**src/rtl/uart_pkt_deframer.sv**
```systemverilog
// Packet deframer behind the UART byte receiver: finds SYNC | LEN | PAYLOAD | CHK packets and streams verified payloads.
// Optional inter-byte timeout is built only when UART_PKT_TIMEOUT_EN is defined.
`timescale 1ns/1ps
module uart_pkt_deframer #(
  parameter logic [7:0] SYNC_BYTE   = 8'hA5,
  parameter int         MAX_LEN     = 16,
  parameter int         TIMEOUT_CYC = 100000,
  localparam int        LEN_W       = $clog2(MAX_LEN + 1)
) (
  input  logic             clk,
  input  logic             rst_n,
  input  logic [7:0]       rx_frame,
  input  logic             rx_done,
  input  logic             frame_error,
  output logic [7:0]       pkt_data,
  output logic             pkt_valid,
  input  logic             pkt_ready,
  output logic             pkt_last,
  output logic [LEN_W-1:0] pkt_len,
  output logic             err_chk,
  output logic             err_len,
  output logic             err_frame,
  output logic             err_ovr,
  output logic             err_tmo
);

  localparam logic [2:0] S_HUNT    = 3'd0;
  localparam logic [2:0] S_LEN     = 3'd1;
  localparam logic [2:0] S_PAYLOAD = 3'd2;
  localparam logic [2:0] S_CHK     = 3'd3;
  localparam logic [2:0] S_SEND    = 3'd4;

  localparam int         IDX_W     = (MAX_LEN > 1) ? $clog2(MAX_LEN) : 1;
  localparam logic [7:0] MAX_LEN_B = 8'(MAX_LEN);

  logic [2:0]       state_q, state_d;
  logic [LEN_W-1:0] len_q, len_d;
  logic [LEN_W-1:0] wr_ptr_q, wr_ptr_d;
  logic [LEN_W-1:0] rd_ptr_q, rd_ptr_d;
  logic [LEN_W-1:0] last_idx;
  logic [7:0]       chk_q, chk_d;
  logic [7:0]       data_q;
  logic             last_q;
  logic             err_chk_q, err_chk_d;
  logic             err_len_q, err_len_d;
  logic             err_frame_q, err_frame_d;
  logic             err_ovr_q, err_ovr_d;
  logic             buf_we;
  logic             timed;

  logic [7:0] pay_mem [MAX_LEN];

  assign last_idx = len_q - LEN_W'(1);
  assign timed    = (state_q == S_LEN) || (state_q == S_PAYLOAD) || (state_q == S_CHK);

`ifdef UART_PKT_TIMEOUT_EN
  localparam int TMO_W = (TIMEOUT_CYC > 1) ? $clog2(TIMEOUT_CYC) : 1;
  logic [TMO_W-1:0] tmo_cnt_q, tmo_cnt_d;
  logic             err_tmo_q, err_tmo_d;
`endif

  always_comb begin
    state_d     = state_q;
    len_d       = len_q;
    wr_ptr_d    = wr_ptr_q;
    rd_ptr_d    = rd_ptr_q;
    chk_d       = chk_q;
    err_chk_d   = 1'b0;
    err_len_d   = 1'b0;
    err_frame_d = 1'b0;
    err_ovr_d   = 1'b0;
    buf_we      = 1'b0;
    case (state_q)
      S_HUNT: begin
        if (rx_done && rx_frame == SYNC_BYTE) state_d = S_LEN;
      end
      S_LEN: begin
        if (rx_done) begin
          if (frame_error) begin
            err_frame_d = 1'b1;
            state_d     = S_HUNT;
          end else if (rx_frame == 8'd0 || rx_frame > MAX_LEN_B) begin
            err_len_d = 1'b1;
            state_d   = S_HUNT;
          end else begin
            len_d    = rx_frame[LEN_W-1:0];
            chk_d    = rx_frame;
            wr_ptr_d = '0;
            state_d  = S_PAYLOAD;
          end
        end
      end
      S_PAYLOAD: begin
        if (rx_done) begin
          if (frame_error) begin
            err_frame_d = 1'b1;
            state_d     = S_HUNT;
          end else begin
            buf_we   = 1'b1;
            chk_d    = chk_q ^ rx_frame;
            wr_ptr_d = wr_ptr_q + LEN_W'(1);
            if (wr_ptr_q == last_idx) state_d = S_CHK;
          end
        end
      end
      S_CHK: begin
        if (rx_done) begin
          if (frame_error) begin
            err_frame_d = 1'b1;
            state_d     = S_HUNT;
          end else if (rx_frame != chk_q) begin
            err_chk_d = 1'b1;
            state_d   = S_HUNT;
          end else begin
            rd_ptr_d = '0;
            state_d  = S_SEND;
          end
        end
      end
      S_SEND: begin
        // The payload buffer is busy being drained, so incoming bytes cannot be kept.
        if (rx_done) err_ovr_d = 1'b1;
        if (pkt_ready) begin
          if (last_q) state_d = S_HUNT;
          else        rd_ptr_d = rd_ptr_q + LEN_W'(1);
        end
      end
      default: state_d = S_HUNT;
    endcase
`ifdef UART_PKT_TIMEOUT_EN
    tmo_cnt_d = '0;
    err_tmo_d = 1'b0;
    if (timed && !rx_done) begin
      if (tmo_cnt_q == TMO_W'(TIMEOUT_CYC - 1)) begin
        err_tmo_d = 1'b1;
        state_d   = S_HUNT;
      end else begin
        tmo_cnt_d = tmo_cnt_q + TMO_W'(1);
      end
    end
`endif
  end

  always_ff @(posedge clk) begin
    if (buf_we) pay_mem[wr_ptr_q[IDX_W-1:0]] <= rx_frame;
  end

  always_ff @(posedge clk or negedge rst_n) begin
    if (!rst_n) begin
      state_q     <= S_HUNT;
      len_q       <= '0;
      wr_ptr_q    <= '0;
      rd_ptr_q    <= '0;
      chk_q       <= '0;
      data_q      <= '0;
      last_q      <= 1'b0;
      err_chk_q   <= 1'b0;
      err_len_q   <= 1'b0;
      err_frame_q <= 1'b0;
      err_ovr_q   <= 1'b0;
    end else begin
      state_q     <= state_d;
      len_q       <= len_d;
      wr_ptr_q    <= wr_ptr_d;
      rd_ptr_q    <= rd_ptr_d;
      chk_q       <= chk_d;
      // Prefetch the byte that will be presented next cycle so pkt_data is a plain register.
      data_q      <= (state_d == S_SEND) ? pay_mem[rd_ptr_d[IDX_W-1:0]] : 8'h00;
      last_q      <= (state_d == S_SEND) && (rd_ptr_d == last_idx);
      err_chk_q   <= err_chk_d;
      err_len_q   <= err_len_d;
      err_frame_q <= err_frame_d;
      err_ovr_q   <= err_ovr_d;
    end
  end

`ifdef UART_PKT_TIMEOUT_EN
  always_ff @(posedge clk or negedge rst_n) begin
    if (!rst_n) begin
      tmo_cnt_q <= '0;
      err_tmo_q <= 1'b0;
    end else begin
      tmo_cnt_q <= tmo_cnt_d;
      err_tmo_q <= err_tmo_d;
    end
  end
  assign err_tmo = err_tmo_q;
`else
  assign err_tmo = 1'b0;
`endif

  assign pkt_valid = (state_q == S_SEND);
  assign pkt_data  = data_q;
  assign pkt_last  = last_q;
  assign pkt_len   = len_q;
  assign err_chk   = err_chk_q;
  assign err_len   = err_len_q;
  assign err_frame = err_frame_q;
  assign err_ovr   = err_ovr_q;

endmodule

```
**config.mk**
```make
export PLATFORM = sky130hd
export DESIGN_NAME = uart_pkt_deframer
export DESIGN_NICKNAME = d
export VERILOG_FILES = /design/src/rtl/uart_pkt_deframer.sv
export SDC_FILE = /design/constraint.sdc
export NUM_CORES = 1
export LEC_CHECK = 0
export ABC_AREA = 0
export CAP_MARGIN = 25
export CORE_MARGIN = 2
export CORE_UTILIZATION = 45
export CTS_CLUSTER_SIZE = 40
export DETAILED_ROUTE_END_ITERATION = 8
export HOLD_SLACK_MARGIN = 0.1
export PLACE_DENSITY_LB_ADDON = 0.3
export SLEW_MARGIN = 20
export SYNTH_ARGS = -nofsm -noshare
export SYNTH_HDL_FRONTEND = slang
export SYNTH_SLANG_ARGS = --single-unit
```
**constraint.sdc**
```tcl
create_clock -name clk -period 2.5 [get_ports clk]
set_clock_uncertainty 0.2 [all_clocks]
set_input_delay 0.5 -clock clk [delete_from_list [all_inputs] [get_ports clk]]
set_output_delay 0.5 -clock clk [all_outputs]
set_load 0.01 [all_outputs]
```
# Yosys cells after proc, flatten, opt, wreduce, memory -nomap -nowiden
# Memories as Yosys holds them, arrays and structs flattened.
# Index checks and enable logic that the tools add are counted.
# classes
n_lt_le_gt_ge,1
n_addsub,3
eq_ne,14
mux,50
bitwise,3
n_reduce_logical,9
# ops
op,n
2-to-1 mux 5 bit,10
2-to-1 mux 8 bit,6
2-to-1 mux 3 bit,10
one-hot mux 5 bit (2 select lines),2
2-to-1 mux 1 bit,18
one-hot mux 8 bit (2 select lines),1
one-hot mux 3 bit (5 select lines),1
"adder 5 x 1 -> 5 bit, second input constant",2
equality test 5 bit,2
"!= test 2 bit, second input constant",5
"equality test 8 bit, second input constant",1
"greater-than comparator 8 x 5 -> 1 bit, second input constant",1
logical NOT 8 bit,1
!= test 8 bit,1
XOR 8 bit,1
"equality test 3 x 2 -> 1 bit, second input constant",2
"equality test 3 bit, second input constant",2
AND reduction 6 bit,1
"subtractor 5 x 1 -> 5 bit, second input constant",1
2-to-1 mux 2 bit,2
AND reduction 4 bit,1
"equality test 3 x 1 -> 1 bit, second input constant",1
logical NOT 3 bit,1
OR reduction 3 bit,1
other kinds (4),6
# totals
mem_count,1
out_inout_bits,20
ff_bits,39
ramBits,128
# memory_table
memory,depth,word_bits,read_ports,rd_clocked_by_memory_dff,wr,line_no,rtl
pay_mem,16,8,1,0,1,51,logic [7:0] pay_mem [MAX_LEN];

# Logic depth before layout (Yosys ltp)
# Gate-level depths: netlist (run 1).
# logic_depth
word_depth,8
depth_mapped,10
ltp_nobuf,8

# Worst setup path before layout (run 1)
# No wires, ideal clock.
# synth_path
path_kind,input -> register
from,input frame_error
to,memory pay_mem[0][0] (enable)
arrival_ps,1958
path_stages,5
t_required_ps,1917
n_path_buf,1
setup_slack_ps,-42
setup_time_ps,383
path_cell_list,nor3b_1 -> and2_0 -> clkbuf_1 -> nand2_1 -> nor3_1
# synth_between
elab_chain_cells,5
# synth_rtl
item,line_no,rtl
start: declaration,14,"input logic frame_error,"
2-to-1 mux 1 bit,95,if (frame_error) begin
2-to-1 mux 1 bit,94,if (rx_done) begin
2-to-1 mux 1 bit,73,case (state_q)
2-to-1 mux 1 bit,145,if (buf_we) pay_mem[wr_ptr_q[IDX_W-1:0]] <= rx_frame;
2-to-1 mux 1 bit (not written as such),145,
end: declaration,51,
# Every way passes these cells.

# Final worst setup path (run 1)
# layout_path
from,register state_q[0]
to,register data_q[2] (netlist: pkt_data[2])
# layout_between
elab_chain_cells,6
elab_cells_between_ends,18
classes_between,eq/ne (5); mux (11); reduce/logical (1); memory (1)
# layout_rtl
item,line_no,rtl
start: declaration,36,"logic [2:0] state_q, state_d;"
start signal: assignment,162,state_q <= state_d;
branches (longest 5 deep; another with memory (16 x 8 bit)),-,
2-to-1 mux 8 bit *,168,data_q <= (state_d == S_SEND) ? pay_mem[rd_ptr_d[IDX_W-1:0]] : 8'h00;
end signal: assignment,168,
end: declaration,42,logic [7:0] data_q;
# Mark *: on every way between the ends.
# A chain may end at the register's enable or synchronous reset.

==> reports/results.md, run 1 <==
* worst endpoint required time: 2.61 ns
* setup repair after global routing missed its margin: true
* total area of multi-input combinational cells: 4070 sq um
* Layout fillers: 1573
* failing checks: setup timing
* Comb power frac: 0.034
* met2 wire len: 14.8 mm
* proportion of register bits with asynchronous set or reset after synthesis: 0.234
* result of the run: finished, violations left
* Final Max Slew Viols: 0
* total placed cells including tap cells: 1156
* routed wire length: 30.1 mm
* detailed-route DRC error count: 0
* share of synthesized area occupied by flip-flops and latches: 0.546
* number of distinct standard cells referenced by the synthesized netlist: 72
* met3 WL: 2.27 mm
* fin cells: 1205
* net total in the final layout: 946
* CORE AREA: 19300 sq um
* average wire per cell in the routed design: 25.0 um
* Max Fanout on Critical Path: 7
* clock latency reported for the late side of the worst-skew pair: 0.44 ns
* number of flip-flops and latches in the synthesized netlist: 167
* Sw Ratio: 0.233
* cell internal power dissipation: 4.35 mW
* number of CTS-inserted buffers: 17
* power dissipated by switching net loads: 1.32 mW
* Mapped Cells: 799
* endpoint class of the critical path: register
* maximum count of clock buffers along a single path: 2
* Port Buffer Count: 31
* Synth Net Count: 818
* setup_tns: -0.862 ns
* via count of the routed design: 7693
* Avg Inst Size Synth: 11.0 sq um
* half-perimeter wire length after detailed placement: 20.1 mm
* max_slew headroom: 0.607
* die height: 144 um
* number of placement rows: 51
* clock-pin slew reported for the worst setup and hold paths after clock tree synthesis: 0.07 ns
* initial DRC count: 745
* synth warn: 0
* worst setup path startpoint: state_q[0]
* sequential power share: 0.527
* initial core utilization: 0.457
* Routed Antenna Nets: 0
* data arrival at the endpoint of the critical path: 2.76 ns
* DRT Pass-1 Iters: 5
* via count of the first global-routing pass: 7444
* TritonCTS Sinks: 167
* GRT overflow: 0
* cell at the root of the clock tree: clkbuf_16
* H-tree depth reported by CTS: 4
* period utilisation layout: 1.06
* worst IR drop on VDD: 461 uV
* highest metal used: met4
* startpoint of the worst-slack reg-to-reg timing path: state_q[0]
* crit path launch type: register
* CTS tree: yes
* highest clock rate: 0.378 GHz
* Worst Setup Path Type: reg -> reg
* cell leakage power: 4.23 nW
* area of the die: 20800 sq um
* transition at the pin with the smallest max-transition slack: 0.589 ns
* Final WS setup: -0.144 ns
* power per unit of standard cell area: 494 nW/um^2
* pin count of the biggest net entering global routing: 47
* startpoint of the lowest-slack hold path: chk_q[1]
* count of final setup violators: 8
* number of enable-type register cells in the synthesized netlist: 128
* Max-Cap Viols: 0
* GRT Util Overall: 0.299
* fraction of layout instances using a drive strength above 1: 0.290
* Final Hold Viols: 0
* Power Total: 5.67 mW
* Metal-1 WL: 12.1 mm
* predominant post-synthesis flop cell: edfxtp_1
* worst min-delay path category: reg -> reg
* antenna violations before repair: 0
* diode count: 0
* Seq. cell area: 4820 sq um
* Clock Power Share: 0.438
* shortest period the worst path allows: 2.64 ns
* first-pass GRT wire length: 44.9 mm
* cell area after synthesis: 8830 sq um
* synthesis-to-layout area growth: 30.1%
* Via density: 6.38
* final RePlAce weighted congestion: 0.988
* num ports: 33
* die width: 144 um
## worst max-delay path: stages, from the launching register on
cell       delay, ns
dfrtp_1         0.40
or3b_4          0.44
buf_12          0.16
buf_4           0.14
nor3_4          0.16
a22oi_2         0.11
and2_4          0.19
a2111o_1        0.42
nand4_1         0.22
o2bb2ai_2       0.08
## per-layer routing
layer,track usage,vias to the layer above
met3,0.0513,63
met2,0.497,377
met4,0.118,0
li1,-,3390
met1,0.390,3863
met5,0,-
## power by group through the flow
stage                     registers, mW  clock network, mW  logic, mW
after floorplan                    3.05                  0     0.0390
after CTS                          2.99               2.50      0.189
after global placement             3.05                  0      0.179
final                              2.99               2.49      0.194
after detailed placement           3.05                  0      0.181
after global routing               2.99               2.63      0.206
## kinds of logic after synthesis
| group | Yosys count | share of synthesized area |
|---|---|---|
| AND/OR/NAND/NOR | 264 | 0.144 |
| AO/OA/AOI/OAI | 231 | 0.202 |
| flip-flops | 167 | 0.546 |
| buffers and inverters | 74 | 0.0378 |
| XOR/XNOR | 34 | 0.0337 |
| multiplexers | 22 | 0.0268 |
| adder cells (fa/ha/maj) | 6 | 0.00850 |
| other | 1 | 0.000425 |
## Yosys cell counts (all sizes together) (9+ instances only)
cell	count	area [sq um]
xor2	16	140
mux2i	9	90.1
nand2	117	447
inv	9	33.8
a21oi	28	151
nor2	30	129
dfrtp	39	976
a221oi	44	385
a22oi	23	183
xnor2	18	158
mux2	13	146
nand4	22	138
nor3	18	101
edfxtp	128	3840
clkbuf	38	143
and3	10	62.6
nand3	40	200
a31oi	10	62.6
o21ai	34	170
buf	26	149
## metrics by stage
step / utilization / hold slack [ns] / area (sq um) / setup slack [ns]
3_5_place_dp: 0.530 / 0.355 / 10200 / -1.31
5_1_grt: 0.594 / 0.389 / 11500 / -0.215
4_1_cts: 0.586 / 0.368 / 11300 / -0.0696
6_report: 0.594 / 0.361 / 11500 / -0.144
3_3_place_gp: 0.530 / 0.337 / 10200 / -1.23
2_1_floorplan: - / 0.00441 / 8840 / -0.0403
## flip-flops by register name, indices dropped and copies added, names as in the netlist
| signal | flops |
|---|---|
| chk_q | 8 |
| err_chk | 1 |
| err_frame | 1 |
| err_len | 1 |
| err_ovr | 1 |
| pay_mem | 128 |
| pkt_data | 8 |
| pkt_last | 1 |
| pkt_len | 5 |
| rd_ptr_q | 5 |
| state_q | 3 |
| wr_ptr_q | 5 |
## cells in the final DEF (no fill, tap or decap), drive strengths merged, types with 7 or more instances in the layout
master | synthesis | routed
buf | 26 | 139
edfxtp | 128 | 128
nand2 | 117 | 117
a221oi | 44 | 44
nand3 | 40 | 40
dfrtp | 39 | 39
o21ai | 34 | 34
nor2 | 30 | 30
a21oi | 28 | 28
a22oi | 23 | 23
nand4 | 22 | 22
clkdlybuf4s50 | 0 | 20
clkbuf | 38 | 18
xnor2 | 18 | 18
nor3 | 18 | 18
xor2 | 16 | 16
inv | 9 | 16
mux2 | 13 | 13
and3 | 10 | 10
a31oi | 10 | 10
mux2i | 9 | 9
a31o | 8 | 8
dlygate4sd2 | 0 | 8
a32o | 8 | 8
a311oi | 8 | 8
clkinv | 1 | 8
a221o | 7 | 7
o22ai | 6 | 7
## worst paths after layout
check / end / slack (ns) / cells after the start
max in group asynchronous: chk_q[2] / 1.17 / 3
max reg2reg: pkt_data[2] / -0.14 / 9
max: pkt_data[2] / -0.14 / 9
min in group asynchronous: pkt_len[0] / 0.47 / 3
min: chk_q[1] / 0.36 / 2
min reg2reg: chk_q[1] / 0.36 / 2
## what timing repair did
item / 4_1_cts / 5_1_grt
hold buffers: 1 / 0
buffers inserted: 9 / 3
endpoints found under the hold margin: 39 / 0
resized for setup: 100 / 20
pin swaps: 29 / 7
cloned: 3 / 2
setup endpoints to repair: 27 / 120
## layout make-up
type | count | share of cell area
flip-flops and latches | 167 | 0.420
well taps | 265 | 0.0289
repair buffers | 172 | 0.146
clock inverters | 15 | 0.0101
clock buffers | 17 | 0.0370
multi-input cells | 559 | 0.354
inverters | 10 | 0.00370
Note: power is estimated with default switching activity, not from simulation.
==> run 2: changes to the inputs <==
--- a/config.mk
+++ b/config.mk
@@ -11,7 +11,6 @@
 export CORE_UTILIZATION = 45
 export CTS_CLUSTER_SIZE = 40
 export DETAILED_ROUTE_END_ITERATION = 8
-export HOLD_SLACK_MARGIN = 0.1
 export PLACE_DENSITY_LB_ADDON = 0.3
 export SLEW_MARGIN = 20
 export SYNTH_ARGS = -nofsm -noshare
==> results of run 2 <==
The final DEF is identical to that of run 1; final timing and power are the same.
==> edit (settings of run 2) <==
Add a define of `UART_PKT_TIMEOUT_EN`.
--- a/src/rtl/uart_pkt_deframer.sv
+++ b/src/rtl/uart_pkt_deframer.sv
@@ -1,6 +1,8 @@
 // Packet deframer behind the UART byte receiver: finds SYNC | LEN | PAYLOAD | CHK packets and streams verified payloads.
 // Optional inter-byte timeout is built only when UART_PKT_TIMEOUT_EN is defined.
 `timescale 1ns/1ps
+`define UART_PKT_TIMEOUT_EN
+
 module uart_pkt_deframer #(
   parameter logic [7:0] SYNC_BYTE   = 8'hA5,
   parameter int         MAX_LEN     = 16,
Behaviour: same outputs for any inputs over 4 cycles, from zero or initial values and one cycle with rst_n low; that may be too few to reach the edited logic, so the function may still have changed.
==> edit against run 2 <==
Sequential share of layout area shrank 0.37 points; sequential cell count is 18 higher; first-iteration DRC count up 32%; worst setup slack got worse by 8.8 ps; design area rose by 10%; critical endpoint is now pkt_data[3]$_DFF_PN0_; the run still ends with negative setup slack left; wire length decreased by 4.7%; synthesized area up 8.5%; highest routed layer unchanged; largest cell class unchanged; via count rose by 5.8%.
Power is not compared: it rests on default switching activity, and its combinational part moved more than twofold at a synthesized area within 25%.
==> edit: results (changes against run 2) <==
- Outcome: complete, but fails checks
- Failing checks: negative setup slack
- CTS H-Tree Depth: 4 (unchanged)
- Longest Clk Path Bufs: 2 (unchanged)
- Final nets: 1047 (+11%)
- Commonest register cell after synthesis: edfxtp_1
- Pre-CTS setup slack: -791 ps (+519 ps)
- Count of flip-flops with a built-in enable after synthesis: 128 (unchanged)
- Insertion delay to the later sink of the worst-skew pair: 440 ps (about the same)
- Number of global-route vias before repair: 7832 (+5.2%)
- Number of buffers inserted during clock tree synthesis: 17 (unchanged)
- Diode insertion count for antenna repair: 0 (unchanged)
- DRT iter0 DRCs: 985 (+32%)
- Top delay family on crit path: compound AO/OA/AOI/OAI gates
- Number of antenna violations at the first check in global routing: 0 (unchanged)
- Pin count of the biggest net entering global routing: 65 (+38%)
- Count of distinct cell types in the synthesized netlist: 63 (-13%)
- Slew @ Worst Pin: 616 ps (+27.3 ps)
- Final total negative setup slack: -1150 ps (-290 ps)
- Via density per instance: 6.19 (-3.1%)
- Sum of net half-perimeters after detailed placement: 19.5 mm (-3.2%)
- Number of instances in the synthesized netlist: 879 (+10%)
- Seq/Total Area, Yosys: 55.0% (+0.44 points)
- Syn_nets: 899 (+9.9%)
- Total track usage: 26.2% (-3.7 points)
- CTS hold repair buffers: 1 (unchanged)
- Post-Place Cells: 1266 (+9.5%)
- Share of cells above drive strength 1: 27.9% (-1.2 points)
- Max cap viols: 0 (unchanged)
- Routability congestion estimate from global placement: 0.907 (-8.2%)
- Max Fanout on Critical Path: 6 (-1)
- Max IR drop VDD: 0.570 mV
- Reg area: 0.00527 mm^2 (+9.3%)
- Global-route wire length before repair: 44.4 mm (-1.1%)
- Slowest cell on crit path: or3b_4
- Yosys warning count: 0 (unchanged)
- Class of the tightest hold or removal check: input port to register
- # port buffers: 32 (+3.2%)
- Top area cells in the synthesized netlist: edfxtp_1 (40%), dfrtp_1 (15%), a221oi_1 (5.5%)
- Routed via count: 8139 (+5.8%)
- Cell at the root of the clock tree: clkbuf_16
- Async set or reset register ratio after synthesis: 30.8% (+7.5 points)
- Minimum setup slack in the final design: -152 ps (-8.76 ps)
- Final number of setup-violating endpoints: 10 (+2)
- Post-cts gate resize count: 79 (-21%)
- Post-CTS setup buffer count: 9 (unchanged)
- Max FFs per register: 128 (unchanged)
- Routed WL: 28.7 mm (-4.7%)
- Critical Path Max Stage Delay: 420 ps (-20 ps)
- Placed instance area: 0.0114 mm^2 (+11%)
- Top cells by instance count after synthesis: edfxtp_1 (128), nand2_1 (114), nor2_1 (63)
- Number of filler cells placed in the layout: 1696 (+7.8%)
- Static leakage: 4.69 nW
- Detailed Routing Iterations Pass 1: 7 (+2)
- CTS clk-pin slew, worst paths: 70 ps (about the same)
-- edit: changes by cell type in the layout (fill, tap and decap cells not counted), sizes merged, moves of 12 or more --
| cell | run 2 | this run |
|---|---|---|
| buf | 139 | 160 |
| or3 | 1 | 15 |
| a221oi | 44 | 60 |
| a31oi | 10 | 22 |
| o21ai | 34 | 21 |
| nand4 | 22 | 10 |
| dfrtp | 39 | 57 |
| and3 | 10 | 25 |
| a22oi | 23 | 9 |
| nor2 | 30 | 63 |
| o22ai | 7 | 25 |
-- edit: where the power goes --
| group | internal, mW | leakage, nW | total (mW) | switching (mW) |
|---|---|---|---|---|
| registers | 3.41 | 1.91 | 3.49 | 0.0783 |
| clock network | 1.43 | 0.278 | 2.66 | 1.22 |
| logic | 2.94 | 2.50 | 6.46 | 3.52 |
| total | 7.79 | 4.69 | 12.6 | 4.82 |
-- edit: final cells by class --
cell class              count  share of cell area (%)
flip-flops and latches    185                    41.6
inverters                  10                   0.395
multi-input cells         622                    35.9
clock buffers              20                    3.53
clock inverters            12                    1.02
repair buffers            191                    14.8
well taps                 275                    2.72
-- edit: path summary, 6_finish.rpt --
check                                       start  slack, ps  cells after the start                  endpoint
setup / recovery             state_q[1]$_DFF_PN0_       -150                     11     pkt_data[3]$_DFF_PN0_
hold / removal                        rx_frame[0]        230                      2  pay_mem[12][0]$_DFFE_PP_
max in group asynchronous                   rst_n       1420                      3     rd_ptr_q[0]$_DFF_PN0_
hold reg to reg            tmo_cnt_q[0]$_DFF_PN0_        280                      1    tmo_cnt_q[0]$_DFF_PN0_
setup reg to reg             state_q[1]$_DFF_PN0_       -150                     11     pkt_data[3]$_DFF_PN0_
min in group asynchronous                   rst_n        390                      3   tmo_cnt_q[16]$_DFF_PN0_
-- edit: cells by family (layout without fill, tap and decap cells) --
group	count (synthesis)	count (layout)	share of synthesized area (%)
XOR/XNOR	52	52	4.83
multiplexers	9	9	1.01
AO/OA/AOI/OAI	230	230	18.3
AND/OR/NAND/NOR	324	324	16.6
adder cells (fa/ha/maj)	7	7	0.915
buffers and inverters	72	233	3.37
flip-flops	185	185	55.0
-- edit: routing by layer --
| layer | part of all wire, % | GRT usage, % | routed length, um |
|---|---|---|---|
| met1 | 41 | 34.8 | 11700 |
| met2 | 49 | 43.1 | 14200 |
| met3 | 6.7 | 4.36 | 1920 |
| met4 | 3.2 | 10.0 | 927 |
| met5 | 0 | 0 | 0 |
-- edit: worst reg2reg max path, stage by stage, from the launching register on --
cell       delay, ps
dfrtp_1          380
or3b_4           420
buf_12           160
clkinv_8          60
buf_12           100
nand2_8           60
a32oi_4          280
or2_4            200
buf_12           140
a2111oi_4         40
a311o_1          380
o22ai_1          160
